--- config.mk ---
export PLATFORM = sky130hd
export DESIGN_NAME = de_emphasis
export DESIGN_NICKNAME = d
export VERILOG_FILES = /design/src/rtl/de_emphasis.sv
export SDC_FILE = /design/constraint.sdc
export NUM_CORES = 1
export LEC_CHECK = 0
export CORE_UTILIZATION = 50
export CTS_CLUSTER_DIAMETER = 60
export DETAILED_ROUTE_END_ITERATION = 16
export GPL_TIMING_DRIVEN = 1
export HOLD_SLACK_MARGIN = 0.03
export PLACE_DENSITY_LB_ADDON = 0.2
export SYNTH_ARGS = -nofsm -noshare
export SYNTH_HDL_FRONTEND = slang
export SYNTH_SLANG_ARGS = --single-unit
--- constraint.sdc ---
create_clock -name clk -period 5.2 [get_ports clk]
set_input_delay 1.04 -clock clk [delete_from_list [all_inputs] [get_ports clk]]
set_output_delay 1.04 -clock clk [all_outputs]
set_load 0.1 [all_outputs]
--- src/rtl/de_emphasis.sv ---
// First-order IIR de-emphasis y[n] = sat(x[n] + ALPHA*y[n-1]) on signed Q1.15 samples.
// Optional saturation-event counter enabled by defining DEEMPH_OVF_CNT_EN.
module de_emphasis #(
  parameter int          SAMPLE_WIDTH = 16,
  parameter logic [15:0] ALPHA        = 16'd31785
) (
  input  logic                    clk,
  input  logic                    rst_n,
  input  logic                    in_valid,
  output logic                    in_ready,
  input  logic [SAMPLE_WIDTH-1:0] x_in,
  input  logic                    frame_start,
  output logic                    out_valid,
  input  logic                    out_ready,
  output logic [SAMPLE_WIDTH-1:0] y_out,
  output logic                    sat_flag,
  output logic [15:0]             ovf_count
);

  localparam int PW = SAMPLE_WIDTH + 17;

  localparam logic [1:0] IDLE = 2'd0;
  localparam logic [1:0] MUL  = 2'd1;
  localparam logic [1:0] ADD  = 2'd2;
  localparam logic [1:0] HOLD = 2'd3;

  localparam logic signed [SAMPLE_WIDTH+1:0] SUM_MAX = {3'b000, {(SAMPLE_WIDTH-1){1'b1}}};
  localparam logic signed [SAMPLE_WIDTH+1:0] SUM_MIN = {3'b111, {(SAMPLE_WIDTH-1){1'b0}}};

  // Handshake: a transfer happens on a rising edge where valid and ready are both high;
  // the producer holds its data stable until that edge, ready never depends on in_valid.
  logic [1:0]                     state;
  logic signed [SAMPLE_WIDTH-1:0] x_reg;
  logic signed [SAMPLE_WIDTH-1:0] y_prev;
  logic signed [PW-1:0]           prod;
  logic signed [SAMPLE_WIDTH:0]   fb;
  logic signed [SAMPLE_WIDTH+1:0] sum;
  logic signed [SAMPLE_WIDTH-1:0] y_sat;
  logic                           clip;
  logic                           accept;
  logic                           unused_prod_bits;

  assign in_ready = (state == IDLE) || (state == HOLD && out_ready);
  assign accept   = in_valid && in_ready;

  // Taking bits [SW+15:15] of the signed product is an arithmetic shift by 15 (floor).
  assign fb               = prod[SAMPLE_WIDTH+15:15];
  assign unused_prod_bits = ^{prod[PW-1:SAMPLE_WIDTH+16], prod[14:0]};

  always_comb begin
    sum   = {{2{x_reg[SAMPLE_WIDTH-1]}}, x_reg} + {fb[SAMPLE_WIDTH], fb};
    clip  = 1'b0;
    y_sat = sum[SAMPLE_WIDTH-1:0];
    if (sum > SUM_MAX) begin
      clip  = 1'b1;
      y_sat = SUM_MAX[SAMPLE_WIDTH-1:0];
    end else if (sum < SUM_MIN) begin
      clip  = 1'b1;
      y_sat = SUM_MIN[SAMPLE_WIDTH-1:0];
    end
  end

  always_ff @(posedge clk or negedge rst_n) begin
    if (!rst_n) begin
      state     <= IDLE;
      x_reg     <= '0;
      y_prev    <= '0;
      prod      <= '0;
      y_out     <= '0;
      sat_flag  <= 1'b0;
      out_valid <= 1'b0;
    end else begin
      case (state)
        IDLE, HOLD: begin
          if (accept) begin
            x_reg     <= x_in;
            if (frame_start) y_prev <= '0;
            out_valid <= 1'b0;
            state     <= MUL;
          end else if (state == HOLD && out_ready) begin
            out_valid <= 1'b0;
            state     <= IDLE;
          end
        end
        MUL: begin
          prod  <= y_prev * $signed({1'b0, ALPHA});
          state <= ADD;
        end
        default: begin
          // Feedback history takes the clamped value, never the raw sum.
          y_out     <= y_sat;
          y_prev    <= y_sat;
          sat_flag  <= clip;
          out_valid <= 1'b1;
          state     <= HOLD;
        end
      endcase
    end
  end

`ifdef DEEMPH_OVF_CNT_EN
  logic [15:0] ovf_q;

  always_ff @(posedge clk or negedge rst_n) begin
    if (!rst_n) begin
      ovf_q <= '0;
    end else if (state == ADD && clip && ovf_q != 16'hFFFF) begin
      ovf_q <= ovf_q + 16'd1;
    end
  end

  assign ovf_count = ovf_q;
`else
  assign ovf_count = '0;
`endif

endmodule

== Word level (Yosys, flattened, before mapping) ==
Index checks and enable logic that the tools add are counted.
Word-level totals
  flip-flop bits (word level): 84
  bits in latches: 0
  memory bits (writable): 0
  memory bits (read-only): 0
  bits of input ports: 21
  output and inout port bits: 35
  logic and storage cells: 39
  memories: 0
Cells by class
  add/subtract/negate cells: 1
  $mul: 1
  div/mod/pow operators: 0
  $lt $le $gt $ge: 2
  equal/unequal tests: 5
  shifts and indexed selects: 0
  mux-type cells: 13
  bitwise gates (word level): 1
  reductions and logical operators: 9
Operators with widths (count)
  $mux 16: 4
  $mul 16x16->32 const B: 1
  $pmux 16 s2: 1
  $add 16x17->18: 1
  $gt 18x16->1 const B: 1
  $lt 18x16->1 const B: 1
  $mux 1: 4
  $mux 2: 2
  $ne 2x2->1 const B: 2
  $pmux 2 s2: 1
  $reduce_and 2->1: 2
  $ne 3x3->1 const B: 1
  $reduce_and 3->1: 1
  $reduce_or 3->1: 1
  $eq 2x1->1 const B: 1
  $eq 2x2->1 const B: 1
  $logic_and 1x1->1: 2
  $logic_not 2->1: 1
  $pmux 1 s2: 1
  $reduce_or 2->1: 1
  $logic_or 1x1->1: 1
  $not 1->1: 1

== Logic depth before layout (Yosys ltp) ==
  depth after elaboration: 6
  gate-level depth with buffers: 19
  gate-level depth less buffers: 19

== Worst setup path before layout ==
No wires, ideal clock.
  path kind: reg-to-reg
  from: reg y_prev[3]
  to: reg prod[26]
  arrival time: 5438 ps
  path slack: -364 ps
  stages on the path, launching flop included: 19
  buffers on the path: 0
  period minus slack after synthesis: 5564 ps
  cells stage by stage: dfrtp_1 fa_1 inv_1 fa_1 inv_1 fa_1 inv_1 fa_1 fa_1 fa_1 inv_1 ha_1 and3_1 o211ai_1 a41o_1 a41oi_1 a21oi_1 o2111a_1 a221o_1
On the way
  word-level cells in the longest chain between the ends: 1
Ends and longest elaborated chain
  start: declaration: RTL line 34  | logic signed [SAMPLE_WIDTH-1:0] y_prev;
  start signal: assignment: RTL line 92  | y_prev <= y_sat;
  $mul 16x16->32: RTL line 86  | prod <= y_prev * $signed({1'b0, ALPHA});
  end signal: assignment: RTL line 86
  end: declaration: RTL line 35  | logic signed [PW-1:0] prod;
Every way passes these cells.
A chain may end at the register's enable or synchronous reset.

== Worst setup path after layout ==
  from: reg y_prev[4]
  to: reg prod[26]
Same word-level chain as after synthesis.

==> flow_summary.toml <==
[yosys]
synth_top_cell_by_area = "dfrtp_1"
yosys.cell_count.top_type = "inv_1"
synth.avg_cell_area_um2 = 9.690
synthArstFlopShare_pct = 100.0
syn_inst = 889
yosysWarnings = 0
yosysUniqueCellTypes = 65
yosysTopAreaCellShare_pct = 20.04
synth_seq_cells = 69
synth_flop_cell = "dfrtp_1"
synth_area_um2 = 8615
synth_edf_count = 0
ys_top_cells_by_count = "inv_1, ha_1, fa_1"
yosys-top-cells-area = "dfrtp_1, ha_1, fa_1"
seq_area_frac_synth_pct = 20.04

[timing]
max_slew_margin_pct = 21.87
slew_violations = 0
hold_viol_final = 0
rsz0062_at_grt = "yes"
tns_ns = -0.6899
worst_pin_slew_ns = 1.172
fin_ws_ns = -0.2319
worst_clock_skew_ns = 0.007699
layout_min_cycle_time_ns = 5.432
setup_violations = 8
max_freq_mhz = 184.1
timing.final.crit_share_pct = 104.5

[worst_hold_path]
min_path_cells = 2
hold_start = "prod[23]"
hold_path_end = "prod[23]"
hp-class = "reg -> reg"

[detailed_routing]
drt_iter0_drc = 243
wl_per_cell_um = 16.66
via_count = 6477
vias_per_cell = 5.340
drc = 0
antenna_left = 0
dr.pass1.iters = 4
finalWirelength_um = 20210

[critical_path]
crit_cells = 18
crit_path_end_kind = "flip-flop"
crit_buf_inv = 4
r2r_start = "y_prev[4]"
reg2reg_slack_ns = -0.23
crit_chain = "fa_1 -> inv_2 -> fa_1 -> inv_2 -> fa_1 -> inv_1 -> fa_1 -> fa_1 -> fa_1 -> inv_2 -> ha_4 -> and3_4 -> o211ai_1 -> a41o_1 -> a41oi_2 -> a21oi_2 -> o2111a_1 -> a221o_1"
worstPathRequired_ns = 5.42
cp_slowest_cell = "fa_1"
path_common_cell = "fa_1"
crit_path_max_fanout = 5
arrival_ns = 5.65
r2r_end = "prod[26]"
critPathTopFamily = "adder cells"
setup.worst_path.start = "y_prev[4]"
slowest_delay_ns = 0.57
crit_path_start_kind = "flip-flop"
ff2ff_path_depth = 18
critical_path_class = "reg -> reg"

[clock_tree]
cts-buffers-inserted = 9
clk_pin_slew_ns = 0.06
postCtsHoldBufs = 0
cts_buffer_depth = 2
cts_max_level = 3
insertion_delay_ns = 0.34
cts-root-buf = "clkbuf_16"
tritoncts_num_sinks = 69
cts_tree = "yes"

[place]
pre_cts_ws_ns = -0.3422
dp_hpwl_um = 16330
portBuffers = 39
gp_congestion = 0.9153

[global_routing]
grt_antenna_before_repair = 0
grt_max_degree = 39
grtUsageTotal_pct = 24.28
grt_overflow_total = 0
grt_pass1_vias = 6710
grt_pass1_wl_um = 33430

[final_layout]
area_growth_pct = 19.16
filler_cell_count = 1462
diodes = 0
nNetsFinal = 1227
drive_gt1_share_pct = 18.43
largest_reg_flops = 17
largest-register = "prod"

[die]
core_um2 = 16700
rows = 47
die_area_um2 = 17760
die_y_um = 133.3
io-pin-count = 56
fp.dieW_um = 133.3
initial_core_util_pct = 51.58

[run_status]
status = "complete, but fails checks"
violations = "negative setup slack"

[job]
maxCapViolCount = 0
-- cell usage in the layout, fill, tap and decap left out, types with 7 or more instances in the layout --
cell	instances
nor2_1	30
a211oi_1	7
fa_1	80
o21ai_0	41
inv_1	140
a32o_1	7
dfrtp_1	63
clkdlybuf4s50_1	38
conb_1	16
clkbuf_16	9
buf_4	74
a21oi_1	38
xor2_1	9
nand2_1	58
ha_1	131
mux2_2	22
nand3_1	11
xnor2_1	37
nor2b_1	7
o211ai_1	13
a21o_1	16
-- cell families after synthesis --
family | Yosys count | synth area share [%]
other | 1 | 0.04353
flip-flops | 69 | 20.04
XOR/XNOR | 47 | 4.866
AND/OR/NAND/NOR | 145 | 7.771
buffers and inverters | 188 | 9.150
multiplexers | 30 | 3.834
AO/OA/AOI/OAI | 190 | 15.45
adder cells (fa/ha/maj) | 219 | 38.84
-- worst max-delay path by stage --
| stage | slack [ns] | endpoint |
|---|---|---|
| floorplan | -0.04 | prod[26] |
| global placement | -0.25 | prod[31] |
| detailed placement | -0.34 | prod[31] |
| CTS | -0.20 | prod[26] |
| global route | -0.41 | prod[26] |
| finish | -0.23 | prod[26] |
-- final cells by class --
class | instances | area, µm² | share of cell area, %
Sequential cell | 69 | 1734 | 16.89
Timing Repair Buffer | 115 | 972.2 | 9.471
Tap cell | 220 | 275.3 | 2.682
Clock inverter | 5 | 82.58 | 0.8045
Multi-Input combinational cell | 647 | 6400 | 62.35
Clock buffer | 11 | 252.7 | 2.462
Inverter | 146 | 548.0 | 5.339
-- worst reg2reg max path: stages (launching register included) --
cell      delay (ns)
dfrtp_2         0.46
fa_1            0.57
inv_2           0.04
fa_1            0.49
inv_2           0.04
fa_1            0.52
inv_1           0.05
fa_1            0.50
fa_1            0.44
fa_1            0.53
inv_2           0.05
ha_4            0.27
and3_4          0.20
o211ai_1        0.09
a41o_1          0.27
a41oi_2         0.23
a21oi_2         0.11
o2111a_1        0.24
a221o_1         0.26
-- layer usage --
layer	routed length (µm)	track usage, %	vias up	part of all wire, %
met3	586	3.196	21	2.9
met5	0	0	-	0
met1	9026	31.49	3208	45
li1	-	-	3167	-
met2	10300	43.06	81	51
met4	300	5.240	0	1.5
-- stage by stage --
step	cell area (µm²)	instances	hold WS, ns	util (%)
after floorplan	8787	904	0.4557	-
after global placement	9696	1187	0.4810	58.05
after detailed placement	9696	1187	0.4745	58.05
after CTS	10170	1209	0.4977	60.90
after global routing	10260	1213	0.5289	61.46
final	10260	1213	0.4921	61.46
-- what timing repair did --
item                                    CTS  global route
buffers inserted                          6             4
pin swaps                                28            19
gates resized for setup                  22            15
endpoints found under the setup margin   11            15
Power is left out: the tool's default activity adds up to more than one toggle a clock period on the data nets, which glitch-free logic cannot reach.
